--- src/rtl/gpio_pkg.sv ---
`default_nettype none
// ============================================================================
// Module      : gpio_pkg
// Description : Shared constants for the APB GPIO controller: register
//               offsets, interrupt encodings and a byte-strobe helper.
// Revision    : 1.0 - initial release
// ============================================================================
package gpio_pkg;

    localparam int c_MAX_PINS = 32;

    localparam logic [31:0] c_OFF_DOUT     = 32'h00;
    localparam logic [31:0] c_OFF_DIR      = 32'h04;
    localparam logic [31:0] c_OFF_DIN      = 32'h08;
    localparam logic [31:0] c_OFF_IRQ_EN   = 32'h0C;
    localparam logic [31:0] c_OFF_IRQ_TYPE = 32'h10;
    localparam logic [31:0] c_OFF_IRQ_POL  = 32'h14;
    localparam logic [31:0] c_OFF_IRQ_STAT = 32'h18;
    localparam logic [31:0] c_OFF_DOUT_SET = 32'h1C;
    localparam logic [31:0] c_OFF_DOUT_CLR = 32'h20;

    localparam logic c_IRQ_TYPE_LEVEL = 1'b0;
    localparam logic c_IRQ_TYPE_EDGE  = 1'b1;
    localparam logic c_IRQ_POL_LOW    = 1'b0;
    localparam logic c_IRQ_POL_HIGH   = 1'b1;

    // Expand the four byte strobes into a 32-bit bit mask.
    function automatic logic [31:0] strb_mask(input logic [3:0] strb);
        return {{8{strb[3]}}, {8{strb[2]}}, {8{strb[1]}}, {8{strb[0]}}};
    endfunction

endpackage
`default_nettype wire

--- src/rtl/gpio_sync_edge.sv ---
`default_nettype none
// ============================================================================
// Module      : gpio_sync_edge
// Description : Multi-flop input synchroniser with a one-sample history,
//               producing the synced value plus rise/fall pulses per pin.
// Revision    : 1.0 - initial release
// ============================================================================
module gpio_sync_edge #(
    parameter int NUM_PINS    = 32,
    parameter int SYNC_STAGES = 2
) (
    input  logic                clk,
    input  logic                rst,
    input  logic [NUM_PINS-1:0] i_din,
    output logic [NUM_PINS-1:0] o_sync,
    output logic [NUM_PINS-1:0] o_rise,
    output logic [NUM_PINS-1:0] o_fall
);

    logic [SYNC_STAGES-1:0][NUM_PINS-1:0] r_stage;
    logic [NUM_PINS-1:0]                  r_prev;

    always_ff @(posedge clk or posedge rst) begin
        if (rst) begin
            r_stage <= '0;
            r_prev  <= '0;
        end else begin
            r_stage[0] <= i_din;
            for (int k = 1; k < SYNC_STAGES; k++) begin
                r_stage[k] <= r_stage[k-1];
            end
            r_prev <= r_stage[SYNC_STAGES-1];
        end
    end

    assign o_sync = r_stage[SYNC_STAGES-1];
    assign o_rise = o_sync & ~r_prev;
    assign o_fall = ~o_sync & r_prev;

endmodule
`default_nettype wire

--- src/rtl/apb_gpio_ctrl.sv ---
`default_nettype none
// ============================================================================
// Module      : apb_gpio_ctrl
// Description : APB3 GPIO slave with direction control, atomic set/clear,
//               synchronised inputs and per-pin level/edge interrupts.
// Revision    : 1.0 - initial release
// ============================================================================
module apb_gpio_ctrl
    import gpio_pkg::*;
#(
    parameter int NUM_PINS    = 32,
    parameter int ADDR_W      = 6,
    parameter int SYNC_STAGES = 2,
    parameter int WAIT_STATES = 0
) (
    input  logic                PCLK,
    input  logic                PRESET,
    input  logic                PSEL,
    input  logic                PENABLE,
    input  logic                PWRITE,
    input  logic [ADDR_W-1:0]   PADDR,
    input  logic [31:0]         PWDATA,
    input  logic [3:0]          PSTRB,
    output logic [31:0]         PRDATA,
    output logic                PREADY,
    output logic                PSLVERR,
    input  logic [NUM_PINS-1:0] gpio_i,
    output logic [NUM_PINS-1:0] gpio_o,
    output logic [NUM_PINS-1:0] gpio_oe,
    output logic                irq_o
);

    localparam logic [1:0] c_ST_IDLE   = 2'd0;
    localparam logic [1:0] c_ST_SETUP  = 2'd1;
    localparam logic [1:0] c_ST_ACCESS = 2'd2;

    logic [1:0]          r_state;
    logic [2:0]          r_wait_cnt;
    logic [NUM_PINS-1:0] r_dout, r_dir, r_en, r_type, r_pol, r_stat;
    logic                r_irq;

    logic                w_access, w_ready, w_err, w_mapped;
    logic                w_wr_ok, w_rd_ok;
    logic [31:0]         w_addr, w_rdata, w_bm;
    logic [NUM_PINS-1:0] w_bm_p, w_wd_p, w_clr, w_set;
    logic [NUM_PINS-1:0] w_sync, w_rise, w_fall;

    gpio_sync_edge #(
        .NUM_PINS    (NUM_PINS),
        .SYNC_STAGES (SYNC_STAGES)
    ) u_sync (
        .clk    (PCLK),
        .rst    (PRESET),
        .i_din  (gpio_i),
        .o_sync (w_sync),
        .o_rise (w_rise),
        .o_fall (w_fall)
    );

    // An access phase only counts after a setup phase seen since reset.
    assign w_access = PSEL & PENABLE & (r_state != c_ST_IDLE);
    assign w_ready  = w_access & (r_wait_cnt == 3'd0);

    always_ff @(posedge PCLK or posedge PRESET) begin
        if (PRESET) begin
            r_state    <= c_ST_IDLE;
            r_wait_cnt <= 3'd0;
        end else if (!PSEL) begin
            r_state <= c_ST_IDLE;
        end else if (!PENABLE) begin
            r_state    <= c_ST_SETUP;
            r_wait_cnt <= 3'(WAIT_STATES);
        end else if (r_state != c_ST_IDLE) begin
            if (r_wait_cnt == 3'd0) begin
                r_state <= c_ST_IDLE;
            end else begin
                r_wait_cnt <= r_wait_cnt - 3'd1;
                r_state    <= c_ST_ACCESS;
            end
        end
    end

    assign w_addr = 32'(PADDR);
    assign w_bm   = strb_mask(PSTRB);
    assign w_bm_p = w_bm[NUM_PINS-1:0];
    assign w_wd_p = PWDATA[NUM_PINS-1:0] & w_bm_p;

    always_comb begin
        w_mapped = 1'b1;
        w_rdata  = 32'h0;
        case (w_addr)
            c_OFF_DOUT:     w_rdata = 32'(r_dout);
            c_OFF_DIR:      w_rdata = 32'(r_dir);
            c_OFF_DIN:      w_rdata = 32'(w_sync);
            c_OFF_IRQ_EN:   w_rdata = 32'(r_en);
            c_OFF_IRQ_TYPE: w_rdata = 32'(r_type);
            c_OFF_IRQ_POL:  w_rdata = 32'(r_pol);
            c_OFF_IRQ_STAT: w_rdata = 32'(r_stat);
            c_OFF_DOUT_SET: w_rdata = 32'h0;
            c_OFF_DOUT_CLR: w_rdata = 32'h0;
            default:        w_mapped = 1'b0;
        endcase
    end

    assign w_err   = (PADDR[1:0] != 2'b00) | ~w_mapped | (PWRITE & (w_addr == c_OFF_DIN));
    assign w_wr_ok = w_ready & PWRITE & ~w_err;
    assign w_rd_ok = w_ready & ~PWRITE & ~w_err;

    assign PREADY  = w_ready;
    assign PSLVERR = w_ready & w_err;
    assign PRDATA  = w_rd_ok ? w_rdata : 32'h0;

    always_ff @(posedge PCLK or posedge PRESET) begin
        if (PRESET) begin
            r_dout <= '0;
            r_dir  <= '0;
            r_en   <= '0;
            r_type <= '0;
            r_pol  <= '0;
        end else if (w_wr_ok) begin
            case (w_addr)
                c_OFF_DOUT:     r_dout <= (r_dout & ~w_bm_p) | w_wd_p;
                c_OFF_DIR:      r_dir  <= (r_dir  & ~w_bm_p) | w_wd_p;
                c_OFF_IRQ_EN:   r_en   <= (r_en   & ~w_bm_p) | w_wd_p;
                c_OFF_IRQ_TYPE: r_type <= (r_type & ~w_bm_p) | w_wd_p;
                c_OFF_IRQ_POL:  r_pol  <= (r_pol  & ~w_bm_p) | w_wd_p;
                c_OFF_DOUT_SET: r_dout <= r_dout | w_wd_p;
                c_OFF_DOUT_CLR: r_dout <= r_dout & ~w_wd_p;
                default:        ;
            endcase
        end
    end

    always_comb begin
        w_set = '0;
        for (int i = 0; i < NUM_PINS; i++) begin
            if (r_type[i] == c_IRQ_TYPE_EDGE) begin
                w_set[i] = r_en[i] & ((r_pol[i] == c_IRQ_POL_HIGH) ? w_rise[i] : w_fall[i]);
            end else begin
                w_set[i] = r_en[i] & (w_sync[i] == r_pol[i]);
            end
        end
    end

    assign w_clr = (w_wr_ok && (w_addr == c_OFF_IRQ_STAT)) ? w_wd_p : '0;

    // A set condition in the same cycle as a W1C keeps the bit set.
    always_ff @(posedge PCLK or posedge PRESET) begin
        if (PRESET) begin
            r_stat <= '0;
            r_irq  <= 1'b0;
        end else begin
            r_stat <= (r_stat & ~w_clr) | w_set;
            r_irq  <= |(r_stat & r_en);
        end
    end

    assign gpio_o  = r_dout;
    assign gpio_oe = r_dir;
    assign irq_o   = r_irq;

endmodule
`default_nettype wire

--- config.mk ---
export PLATFORM = sky130hd
export DESIGN_NAME = apb_gpio_ctrl
export DESIGN_NICKNAME = d
export VERILOG_FILES = /design/src/rtl/gpio_pkg.sv /design/src/rtl/gpio_sync_edge.sv /design/src/rtl/apb_gpio_ctrl.sv
export SDC_FILE = /design/constraint.sdc
export NUM_CORES = 1
export LEC_CHECK = 0
export BUFFER_PORTS_ARGS = -buffer_cell sky130_fd_sc_hd__buf_4
export CORE_UTILIZATION = 50
export CTS_BUF_LIST = sky130_fd_sc_hd__clkbuf_16
export CTS_CLUSTER_SIZE = 12
export DETAILED_ROUTE_END_ITERATION = 12
export PLACE_DENSITY = 0.71
export SKIP_CTS_REPAIR_TIMING = 1
export SYNTH_ARGS = -nofsm -noshare
export SYNTH_HDL_FRONTEND = slang
export SYNTH_HIERARCHICAL = 1
export SYNTH_SLANG_ARGS = --single-unit
--- constraint.sdc ---
create_clock -name PCLK -period 7.67 [get_ports PCLK]
set_clock_uncertainty 0.05 [all_clocks]
set_input_delay 1.1505 -clock PCLK [delete_from_list [all_inputs] [get_ports PCLK]]
set_output_delay 1.1505 -clock PCLK [all_outputs]
set_load 0.02 [all_outputs]
==> impl_results.rst, run 1 <==
.. list-table::
   :header-rows: 1

   * - Metric
     - Value
   * - Result of the run
     - finished, final reports clean
   * - Largest buffer count on any clock path
     - 3
   * - Unique cell type count in the Yosys netlist
     - 55
   * - Total of endpoints with negative setup slack in the final report
     - 0
   * - Worst Setup End Kind
     - output port
   * - Clock root buffer
     - sky130_fd_sc_hd__clkbuf_16
   * - Row count
     - 60
   * - Fraction of registers with async set/reset
     - 100%
   * - Sequential share of the synthesized area
     - a little over half
   * - Post-layout min period
     - about 5000 ps
   * - R2R setup slack
     - 4660 ps
   * - Fmax achieved
     - ~0.20 GHz
   * - Largest cells by area after synthesis
     - sky130_fd_sc_hd__dfrtp_1, sky130_fd_sc_hd__mux2_2, sky130_fd_sc_hd__a22oi_1, sky130_fd_sc_hd__and2b_2, sky130_fd_sc_hd__a221o_1
   * - Critical path data required time
     - 6470 ps
   * - Area used by sequential logic in the layout
     - 7360 sq um
   * - Starting Density
     - approximately 51%
   * - Synthesized flop and latch total
     - between 200 and 300
   * - Per-cell via count in the routed design
     - roughly 6.4
   * - Share of layout cells above drive strength 1
     - a little under two fifths
   * - Number of antenna violations at the first check in global routing
     - 0
   * - Final Util
     - about 60%
   * - Port bufs
     - between 150 and 200
   * - Commonest cells after routing, fill and taps aside
     - sky130_fd_sc_hd__dfrtp_1, sky130_fd_sc_hd__buf_4, sky130_fd_sc_hd__mux2_2
   * - Diode insertion count for antenna repair
     - 0
   * - Final worst-path cycle share
     - between 60 and 70%
   * - Number of placed I/O pins
     - ~180
   * - Mean instance size in the synthesized netlist
     - ~12 sq um
   * - Remaining max-slew budget at the tightest pin
     - roughly 26%
   * - Total congestion overflow after global routing
     - 0
   * - Vias in the first global route
     - 10,200
   * - Latest clock arrival within the worst-skew pair
     - slightly above 500 ps
   * - Number of detailed-routing iterations run before antenna repair
     - 5
   * - Wire length after detailed routing
     - between 40,000 and 50,000 microns
   * - Final hold viol count
     - 0
   * - Class of the most critical setup path
     - in -> out
   * - Global-route wire length before repair
     - 61,400 microns
   * - Maximum number of pins on one net before global-route repair
     - roughly 130
   * - TritonCTS clock tree
     - built
   * - Number of max-slew violations in the final report
     - 0
   * - Class of the most critical hold timing path
     - reg -> reg
   * - Synth Instances
     - about 1,100
   * - Critical path cell sequence
     - buf_4 > or4b_1 > nor2_2 > buf_4 > a221oi_1 > a31oi_1 > buf_4
   * - Critical Path AT
     - between 3000 and 4000 ps
   * - Filler Cells Inserted
     - between 2,000 and 2,500
   * - Yosys warns
     - 6
   * - Number of DRC violations after detailed routing
     - 0
   * - Worst-margin pin slew
     - 1110 ps
   * - Area enclosed by the die boundary
     - between 20,000 and 30,000 sq um
   * - Cell repeated most along the worst path
     - sky130_fd_sc_hd__buf_4
   * - Core Box Area
     - between 20,000 and 30,000 sq um
   * - Combined area of all synthesized cells
     - roughly 14,000 sq um
   * - Number of sinks on the clock net
     - 294
   * - Critical Path Slowest Stage Cell
     - sky130_fd_sc_hd__nor2_2
   * - Synth-to-layout area growth
     - 18.6%
   * - Power density over the cells
     - about 210 nW/um^2
   * - Remaining number of nets flagged by the antenna check after routing
     - 0
   * - Buffers & Inverters on Critical Path
     - 3
   * - Multi-input logic area
     - just under 6000 sq um
   * - Count of flip-flops with a built-in enable after synthesis
     - 0
   * - Setup TNS
     - 0 ps
   * - Routed length per instance
     - 24.7 microns
   * - Vias after detailed routing
     - about 10,000
   * - Die Span Y
     - between 150 and 200 microns
   * - Post-synth top flop
     - sky130_fd_sc_hd__dfrtp_1
   * - Leakage power figure
     - between 7 and 8 nW
   * - Global placer's final weighted congestion
     - about 0.89
   * - Clock slew at reported path FFs
     - ~60 ps
   * - Cell type with the highest aggregate area in the netlist
     - sky130_fd_sc_hd__dfrtp_1
   * - Overall track demand over capacity in global routing
     - around 29%
   * - Crit start category
     - input port
   * - Unrepaired setup endpoints after global routing
     - no
   * - Post-Synthesis Net Count
     - 1,184
   * - Leading cell type in the layout, fill and taps excluded
     - sky130_fd_sc_hd__dfrtp_1
   * - Top-area cell type share of the netlist area
     - 53.7%
   * - Number of H-tree branching levels
     - 2
   * - Largest stage delay on the critical path
     - 750 ps
   * - Layout Nets
     - 1,338
   * - Starting DRT DRC Count
     - between 900 and 1,000
   * - Detailed-placement wirelength estimate
     - between 20,000 and 30,000 microns
   * - Die width
     - approximately 170 microns
   * - Peak VDD IR
     - ~0.00015 V
   * - CP max FO
     - 17
   * - Max-cap viol count
     - 0
   * - CTS Buf Count
     - 34
   * - Kind of cell with the highest combined delay on the critical path
     - simple AND/OR/NAND/NOR gates
logic make-up after synthesis:
logic type               synth area share, %
buffers and inverters                   3.22
AND/OR/NAND/NOR                         13.5
adder cells (fa/ha/maj)                0.183
flip-flops                              53.7
multiplexers                            13.2
XOR/XNOR                                2.05
AO/OA/AOI/OAI                           14.1
through the flow:
step	instance area [sq um]	power, mW	instances	setup slack [ps]	hold WS (ps)
4_1_cts	16200	3.48	1619	2750	286
3_3_place_gp	15200	1.95	1562	2820	282
5_1_grt	16200	3.57	1619	2630	299
2_1_floorplan	13700	1.84	1103	1070	281
6_report	16200	3.45	1619	2700	283
3_5_place_dp	15200	1.96	1562	2780	285
where the power goes:
group / leakage (nW) / total (mW) / internal [mW] / switching [mW]
Sequential: 3.87 / 1.68 / 1.61 / 0.0628
Combinational: 3.34 / 0.256 / 0.112 / 0.144
Clock: 0.527 / 1.52 / 0.892 / 0.627
Total: 7.74 / 3.45 / 2.62 / 0.834
final timing paths:
check	start	end	cells past startpoint
min	u_sync/r_stage[17]$_DFF_PP0_	u_sync/o_sync[17]$_DFF_PP0_	0
max	PADDR[5]	PRDATA[27]	7
min reg2reg	u_sync/r_stage[17]$_DFF_PP0_	u_sync/o_sync[17]$_DFF_PP0_	0
min in group asynchronous	PRESET	u_sync/o_sync[17]$_DFF_PP0_	2
max in group asynchronous	PRESET	asynchronous set/reset pin	3
max reg2reg	r_wait_cnt[0]$_DFFE_PP0P_	gpio_o[18]$_DFFE_PP0P_	6
layout make-up:
cell class,instances,area share (%)
clock inverter,22,0.955
clock buffer,35,5.39
tap,341,2.63
sequential,294,45.3
timing repair buffer,193,9.00
multi-input combinational,728,36.5
inverter,6,0.200
synth_stat cells (2+ instances only):
library cell               number
sky130_fd_sc_hd__a21oi_1        3
sky130_fd_sc_hd__a221o_1       32
sky130_fd_sc_hd__a221oi_1      19
sky130_fd_sc_hd__a222oi_1      13
sky130_fd_sc_hd__a22o_1        33
sky130_fd_sc_hd__a22oi_1       78
sky130_fd_sc_hd__a31oi_1       29
sky130_fd_sc_hd__a41oi_1        2
sky130_fd_sc_hd__and2_1         3
sky130_fd_sc_hd__and2b_2       64
sky130_fd_sc_hd__and3_1        50
sky130_fd_sc_hd__buf_1          5
sky130_fd_sc_hd__buf_2         12
sky130_fd_sc_hd__buf_4         32
sky130_fd_sc_hd__clkbuf_1      25
sky130_fd_sc_hd__dfrtp_1      294
sky130_fd_sc_hd__ha_1           2
sky130_fd_sc_hd__inv_1          6
sky130_fd_sc_hd__mux2_1         3
sky130_fd_sc_hd__mux2_2       156
sky130_fd_sc_hd__mux2i_1        2
sky130_fd_sc_hd__nand2_1       50
sky130_fd_sc_hd__nand2_2        4
sky130_fd_sc_hd__nand3_1       32
sky130_fd_sc_hd__nand3b_1       6
sky130_fd_sc_hd__nand4_1        4
sky130_fd_sc_hd__nand4b_1       2
sky130_fd_sc_hd__nor2_1         8
sky130_fd_sc_hd__nor2b_1       34
sky130_fd_sc_hd__nor3_1         4
sky130_fd_sc_hd__nor3_2         4
sky130_fd_sc_hd__nor3_4         4
sky130_fd_sc_hd__o21ai_0       33
sky130_fd_sc_hd__o21ai_1        2
sky130_fd_sc_hd__o22ai_1        2
sky130_fd_sc_hd__or2_2          2
sky130_fd_sc_hd__xor2_1        31
metal layers:
layer  GRT usage (%)  part of all wire [%]  vias up
li1                -                     -     4448
met1            39.9                    42     5300
met2            44.4                    47      485
met3            6.17                   8.5       69
met4            9.53                   2.6        0
met5               0                     0        -
No activity file was read; power rests on OpenSTA's default activity.
==> run 2, diff against run 1 <==
Settings changed: ABC_AREA set to 1, PLACE_DENSITY 0.71 to 0.7.
Clock period 7.67 ns to 4.6 ns, I/O delays scaled along.
==> impl_results.rst, run 2 <==
.. list-table::
   :header-rows: 1

   * - Metric
     - Value
   * - Mean instance size in the synthesized netlist
     - 7.91 sq um
   * - Worst Setup End Kind
     - output port
   * - Class of the most critical setup path
     - in -> out
   * - Remaining max-slew budget at the tightest pin
     - between 10% and 20%
   * - Count of flip-flops with a built-in enable after synthesis
     - 0
   * - Synth-to-layout area growth
     - 16.9%
   * - Total congestion overflow after global routing
     - 0
   * - Final worst-path cycle share
     - between 80% and 90%
   * - Vias after detailed routing
     - around 14,000
   * - Global-route wire length before repair
     - ~75,000 microns
   * - Number of sinks on the clock net
     - just under 300
   * - Total of endpoints with negative setup slack in the final report
     - 0
   * - Cell type with the highest aggregate area in the netlist
     - sky130_fd_sc_hd__dfrtp_1
   * - Post-Synthesis Net Count
     - about 2,000
   * - Area enclosed by the die boundary
     - between 30,000 and 40,000 sq um
   * - Synthesized flop and latch total
     - 294
   * - Post-synth top flop
     - sky130_fd_sc_hd__dfrtp_1
   * - Top-area cell type share of the netlist area
     - slightly below 50%
   * - Number of H-tree branching levels
     - 2
   * - Clock root buffer
     - sky130_fd_sc_hd__clkbuf_16
   * - Crit start category
     - input port
   * - Latest clock arrival within the worst-skew pair
     - 510 ps
   * - Wire length after detailed routing
     - between 40,000 and 50,000 microns
   * - Starting Density
     - roughly half
   * - Max-cap viol count
     - 0
   * - Die Span Y
     - 176 microns
   * - Per-cell via count in the routed design
     - approximately 5.7
   * - Die width
     - between 150 and 200 microns
   * - Leading cell types by count after synthesis
     - sky130_fd_sc_hd__nand2_1, sky130_fd_sc_hd__dfrtp_1, sky130_fd_sc_hd__inv_1
   * - Fmax achieved
     - 0.262 GHz
   * - Number of max-slew violations in the final report
     - 0
   * - Number of antenna violations at the first check in global routing
     - 1
   * - TritonCTS clock tree
     - built
   * - Largest cells by area after synthesis
     - sky130_fd_sc_hd__dfrtp_1, sky130_fd_sc_hd__nand2_1, sky130_fd_sc_hd__o21bai_1, sky130_fd_sc_hd__inv_1, sky130_fd_sc_hd__nand3_1
   * - Maximum number of pins on one net before global-route repair
     - 137
   * - Sequential share of the synthesized area
     - ~49%
   * - Leading cell type in the layout, fill and taps excluded
     - sky130_fd_sc_hd__nand2_1
   * - Vias in the first global route
     - between 10,000 and 15,000
   * - Peak VDD IR
     - between 0.0002 and 0.0003 V
   * - Critical Path AT
     - approximately 3000 ps
   * - Leakage power figure
     - roughly 8.6 nW
   * - Worst hold slack after final layout
     - 42.2 ps
   * - Class of the most critical hold timing path
     - in -> async
   * - Layout Nets
     - 2,112
   * - Diode insertion count for antenna repair
     - 0
   * - Most common cell in the netlist
     - sky130_fd_sc_hd__nand2_1
   * - Global placer's final weighted congestion
     - between 0.9 and 1
   * - Critical path data required time
     - between 3000 and 4000 ps
   * - Result of the run
     - finished, final reports clean
   * - Remaining number of nets flagged by the antenna check after routing
     - 0
   * - Largest buffer count on any clock path
     - 3
   * - Worst-margin pin slew
     - approximately 1200 ps
   * - Overall track demand over capacity in global routing
     - a little under a third
   * - Starting DRT DRC Count
     - between 1,000 and 1,500
   * - Power density over the cells
     - roughly 320 nW/um^2
   * - Post-layout min period
     - between 3000 and 4000 ps
   * - Detailed-placement wirelength estimate
     - roughly 30,000 microns
   * - Combined area of all synthesized cells
     - 15,100 sq um
   * - CP max FO
     - 10
   * - Routed length per instance
     - a little under 20 microns
   * - Share of layout cells above drive strength 1
     - 13.5%
   * - Core Box Area
     - 29,600 sq um
   * - Clock slew at reported path FFs
     - around 60 ps
   * - Final hold viol count
     - 0
   * - Number of placed I/O pins
     - approximately 180
   * - Number of detailed-routing iterations run before antenna repair
     - 6
   * - Setup TNS
     - 0 ps
   * - Unique cell type count in the Yosys netlist
     - 30
   * - Synth Instances
     - approximately 1,900
   * - Yosys warns
     - 6
   * - Worst setup slack before clock tree synthesis
     - between 800 and 900 ps
   * - Number of DRC violations after detailed routing
     - 0
   * - Port bufs
     - ~180
   * - Row count
     - 63
   * - CTS Buf Count
     - 34
   * - Fraction of registers with async set/reset
     - between 90% and 100%
   * - Post-layout worst setup margin
     - approximately 790 ps
   * - Commonest cells after routing, fill and taps aside
     - sky130_fd_sc_hd__nand2_1, sky130_fd_sc_hd__dfrtp_1, sky130_fd_sc_hd__inv_1
   * - Unrepaired setup endpoints after global routing
     - no
[run 2: cell types whose count changed after synthesis, moves of 35 or more]
cell | before | now
sky130_fd_sc_hd__nand2_1 | 50 | 430
sky130_fd_sc_hd__inv_1 | 6 | 255
sky130_fd_sc_hd__o21bai_1 | 0 | 160
sky130_fd_sc_hd__mux2_2 | 156 | 0
sky130_fd_sc_hd__nor2_1 | 8 | 157
sky130_fd_sc_hd__nand3_1 | 32 | 158
sky130_fd_sc_hd__o21ai_0 | 33 | 119
sky130_fd_sc_hd__a22oi_1 | 78 | 0
sky130_fd_sc_hd__and2b_2 | 64 | 0
sky130_fd_sc_hd__o22ai_1 | 2 | 66
sky130_fd_sc_hd__and3_1 | 50 | 0
sky130_fd_sc_hd__clkbuf_1 | 25 | 60
[run 2: layout make-up]
| cell class | count | area [sq um] |
|---|---|---|
| Clock buffer | 37 | 926 |
| Clock inverter | 23 | 121 |
| Fill cell | 2649 | 12000 |
| Inverter | 256 | 967 |
| Multi-Input combinational cell | 1234 | 6140 |
| Sequential cell | 294 | 7360 |
| Tap cell | 390 | 488 |
| Timing Repair Buffer | 211 | 1610 |
[run 2: final timing paths]
kind	to	depth (start not counted)	slack [ps]	from
worst max-delay path	PRDATA[26]	11	790	PADDR[1]
worst min-delay path	u_sync/r_stage[11]$_DFF_PP0_	2	40	PRESET
worst max register to register	flop	10	1480	r_wait_cnt[0]$_DFFE_PP0P_
worst min register to register	u_sync/o_sync[5]$_DFF_PP0_	0	300	u_sync/r_stage[5]$_DFF_PP0_
max in group asynchronous	u_sync/r_prev[26]$_DFF_PP0_	3	3410	PRESET
min in group PCLK	u_sync/r_stage[11]$_DFF_PP0_	1	240	gpio_i[11]
[run 2: stage by stage]
| step | instances | cell area [sq um] | total power [mW] | utilization (%) |
|---|---|---|---|---|
| floorplan | 1904 | 15100 | 2.93 | - |
| global placement | 2385 | 16600 | 3.07 | 55.9 |
| detailed placement | 2385 | 16600 | 3.07 | 55.9 |
| CTS | 2445 | 17600 | 5.62 | 59.4 |
| global route | 2445 | 17600 | 5.77 | 59.4 |
| finish | 2445 | 17600 | 5.59 | 59.4 |
[run 2: kinds of logic (layout without fill, tap and decap cells)]
family	Yosys count	after routing	synth area share, %
AOI/OAI and AO/OA	416	416	17.6
buffers and inverters	376	527	10.4
DFF	294	294	48.8
and+or+nand+nor	809	809	22.6
adders and majority gates	2	2	0.166
xor gates and xnor gates	7	7	0.407
[run 2: metal layers]
layer	GRT usage, %	part of all wire, %	routed length (microns)	up-vias
met1	42.4	41	19500	6609
met4	13.4	4.1	1980	2
met5	0	0.023	11	-
met2	49.3	46	22000	688
met3	6.19	9.1	4330	133
li1	-	-	-	6410
[run 2: worst max-delay path, cell delays in order]
cell and delay (ps):
sky130_fd_sc_hd__buf_4 120, sky130_fd_sc_hd__nor2_4 250, sky130_fd_sc_hd__nand3_1 240, sky130_fd_sc_hd__nand2_1 130, sky130_fd_sc_hd__inv_2 60, sky130_fd_sc_hd__nand3_2 140, sky130_fd_sc_hd__and2_1 200, sky130_fd_sc_hd__nand3_1 530
sky130_fd_sc_hd__buf_4 410, sky130_fd_sc_hd__nor2_1 120, sky130_fd_sc_hd__buf_4 160
[run 2: where the power goes]
part	internal, mW	switching (mW)	total (mW)
Clock	1.50	1.06	2.56
Sequential	2.64	0.0417	2.68
Combinational	0.107	0.241	0.348
Total	4.24	1.34	5.59
==> run 3, diff against run 2 <==
Settings changed: ABC_AREA 1 to 0, PLACE_DENSITY 0.7 to 0.73.
Clock period 4.6 ns to 3.1 ns, I/O delays scaled along.
==> impl_results.rst, run 3 (synthesis results as in run 1) <==
.. list-table::
   :header-rows: 1

   * - Metric
     - Value
   * - Result of the run
     - finished, final reports clean
   * - CP max FO
     - 16
   * - Critical path data required time
     - between 2000 and 3000 ps
   * - Filler Cells Inserted
     - between 2,000 and 2,500
   * - Starting DRT DRC Count
     - 1,230
   * - Leading cell type in the layout, fill and taps excluded
     - sky130_fd_sc_hd__dfrtp_1
   * - Starting Density
     - ~50%
   * - Reported net switching power
     - roughly 2.0 mW
   * - Unrepaired setup endpoints after global routing
     - yes
   * - Power density over the cells
     - between 400 and 500 nW/um^2
   * - Maximum number of pins on one net before global-route repair
     - 82
   * - Total congestion overflow after global routing
     - 0
   * - Global placer's final weighted congestion
     - ~0.90
   * - Global-route wire length before repair
     - 60,600 microns
   * - Remaining number of nets flagged by the antenna check after routing
     - 0
   * - Latest clock arrival within the worst-skew pair
     - around 570 ps
   * - Sequential share of power
     - about half
   * - Final hold viol count
     - 0
   * - Clock power share
     - roughly 41%
   * - Port bufs
     - 177
   * - Worst-margin pin slew
     - approximately 800 ps
   * - Vias after detailed routing
     - approximately 11,000
   * - CTS Buf Count
     - 31
   * - Per-cell via count in the routed design
     - between 6 and 7
   * - Commonest cells after routing, fill and taps aside
     - sky130_fd_sc_hd__dfrtp_1, sky130_fd_sc_hd__buf_4, sky130_fd_sc_hd__mux2_2
   * - Post-layout min period
     - slightly above 3000 ps
   * - Number of DRC violations after detailed routing
     - 0
   * - Clock slew at reported path FFs
     - around 60 ps
   * - Class of the most critical setup path
     - reg -> out
   * - Peak VDD IR
     - between 0.0004 and 0.0005 V
   * - Class of the most critical hold timing path
     - in -> reg
   * - Diode insertion count for antenna repair
     - 0
   * - Number of max-slew violations in the final report
     - 0
   * - Synth-to-layout area growth
     - 24.1%
   * - Number of H-tree branching levels
     - 1
   * - Internal power
     - about 6.2 mW
   * - Post-layout worst setup margin
     - roughly 35 ps
   * - Die Span Y
     - 167 microns
   * - Routed length per instance
     - 24.1 microns
   * - Switching share of total power
     - between 20% and 30%
   * - Core Box Area
     - 26,900 sq um
   * - Overall track demand over capacity in global routing
     - around 28%
   * - Worst Setup End Kind
     - output port
   * - Leakage power figure
     - ~8.0 nW
   * - Number of placed I/O pins
     - 178
   * - Gate power share
     - approximately 8.4%
   * - Final worst-path cycle share
     - 98.9%
   * - Clock root buffer
     - sky130_fd_sc_hd__clkbuf_16
   * - Total of endpoints with negative setup slack in the final report
     - 0
   * - Detailed-placement wirelength estimate
     - between 20,000 and 30,000 microns
   * - Worst setup slack before clock tree synthesis
     - 211 ps
   * - Number of sinks on the clock net
     - 294
   * - Row count
     - 60
   * - Wire length after detailed routing
     - 40,400 microns
   * - Vias in the first global route
     - between 10,000 and 15,000
   * - Share of layout cells above drive strength 1
     - 39.8%
   * - Crit start category
     - flop
   * - Area enclosed by the die boundary
     - between 20,000 and 30,000 sq um
   * - Layout Nets
     - 1,398
   * - Remaining max-slew budget at the tightest pin
     - 47.5%
   * - Number of detailed-routing iterations run before antenna repair
     - 9
   * - Fmax achieved
     - around 0.33 GHz
   * - Final Util
     - between 60 and 70%
   * - Critical Path AT
     - 2550 ps
   * - Max-cap viol count
     - 0
   * - Die width
     - 167 microns
   * - TritonCTS clock tree
     - built
   * - Largest buffer count on any clock path
     - 3
   * - Number of antenna violations at the first check in global routing
     - 0
[run 3: path summary, 6_finish.rpt]
| path | to | depth (start not counted) | slack, ps | startpoint |
|---|---|---|---|---|
| max in group asynchronous | asynchronous set/reset pin | 4 | 1650 | PRESET |
| worst min register to register | u_sync/o_sync[21]$_DFF_PP0_ | 0 | 290 | u_sync/r_stage[21]$_DFF_PP0_ |
| worst max-delay path | PRDATA[30] | 10 | 30 | r_wait_cnt[1]$_DFFE_PP0P_ |
| min in group asynchronous | asynchronous set/reset pin | 3 | 330 | PRESET |
| worst max register to register | flop | 8 | 710 | r_wait_cnt[1]$_DFFE_PP0P_ |
| worst min-delay path | r_state[0]$_DFFE_PP0P_ | 2 | 90 | PENABLE |
[run 3: final cells by class]
class                   instances  area (sq um)  area share [%]
well taps                     341           427            2.51
flip-flops and latches        294          7360            43.3
inverters                       6          28.8           0.169
clock buffers                  31           776            4.56
clock inverters                23           125           0.736
multi-input cells             728          6100            35.9
repair buffers                256          2180            12.8
[run 3: power by group through the flow]
stage	clock (mW)	sequential, mW	combinational (mW)
5_1_grt	3.57	4.16	0.750
2_1_floorplan	0	4.16	0.381
4_1_cts	3.41	4.14	0.650
3_3_place_gp	0	4.20	0.635
6_report	3.35	4.15	0.691
3_5_place_dp	0	4.20	0.647
[run 3: metrics by stage]
step / hold WS, ps / setup TNS (ps) / area [sq um] / cells / power [mW]
after global routing: 80.5 / -344 / 17000 / 1679 / 8.47
after CTS: -234 / -4040 / 16400 / 1642 / 8.19
after floorplan: 281 / 0 / 13700 / 1103 / 4.54
final: 87.2 / 0 / 17000 / 1679 / 8.18
after detailed placement: 285 / 0 / 15500 / 1588 / 4.85
after global placement: 282 / 0 / 15500 / 1588 / 4.83
[run 3: worst max-delay path, cell delays in order (launching register included)]
cell and delay [ps]:
sky130_fd_sc_hd__dfrtp_1 370, sky130_fd_sc_hd__inv_1 90, sky130_fd_sc_hd__ha_2 190, sky130_fd_sc_hd__nand3b_1 110, sky130_fd_sc_hd__or2_4 280, sky130_fd_sc_hd__inv_1 80, sky130_fd_sc_hd__nand4b_1 120, sky130_fd_sc_hd__buf_6 170
sky130_fd_sc_hd__buf_12 170, sky130_fd_sc_hd__a41oi_1 240, sky130_fd_sc_hd__buf_4 190
[run 3: routing by layer]
metal	track usage [%]	wire length, microns
met5	0	0
met1	39.3	16800
met3	5.79	3380
met4	7.66	901
met2	44.9	19400
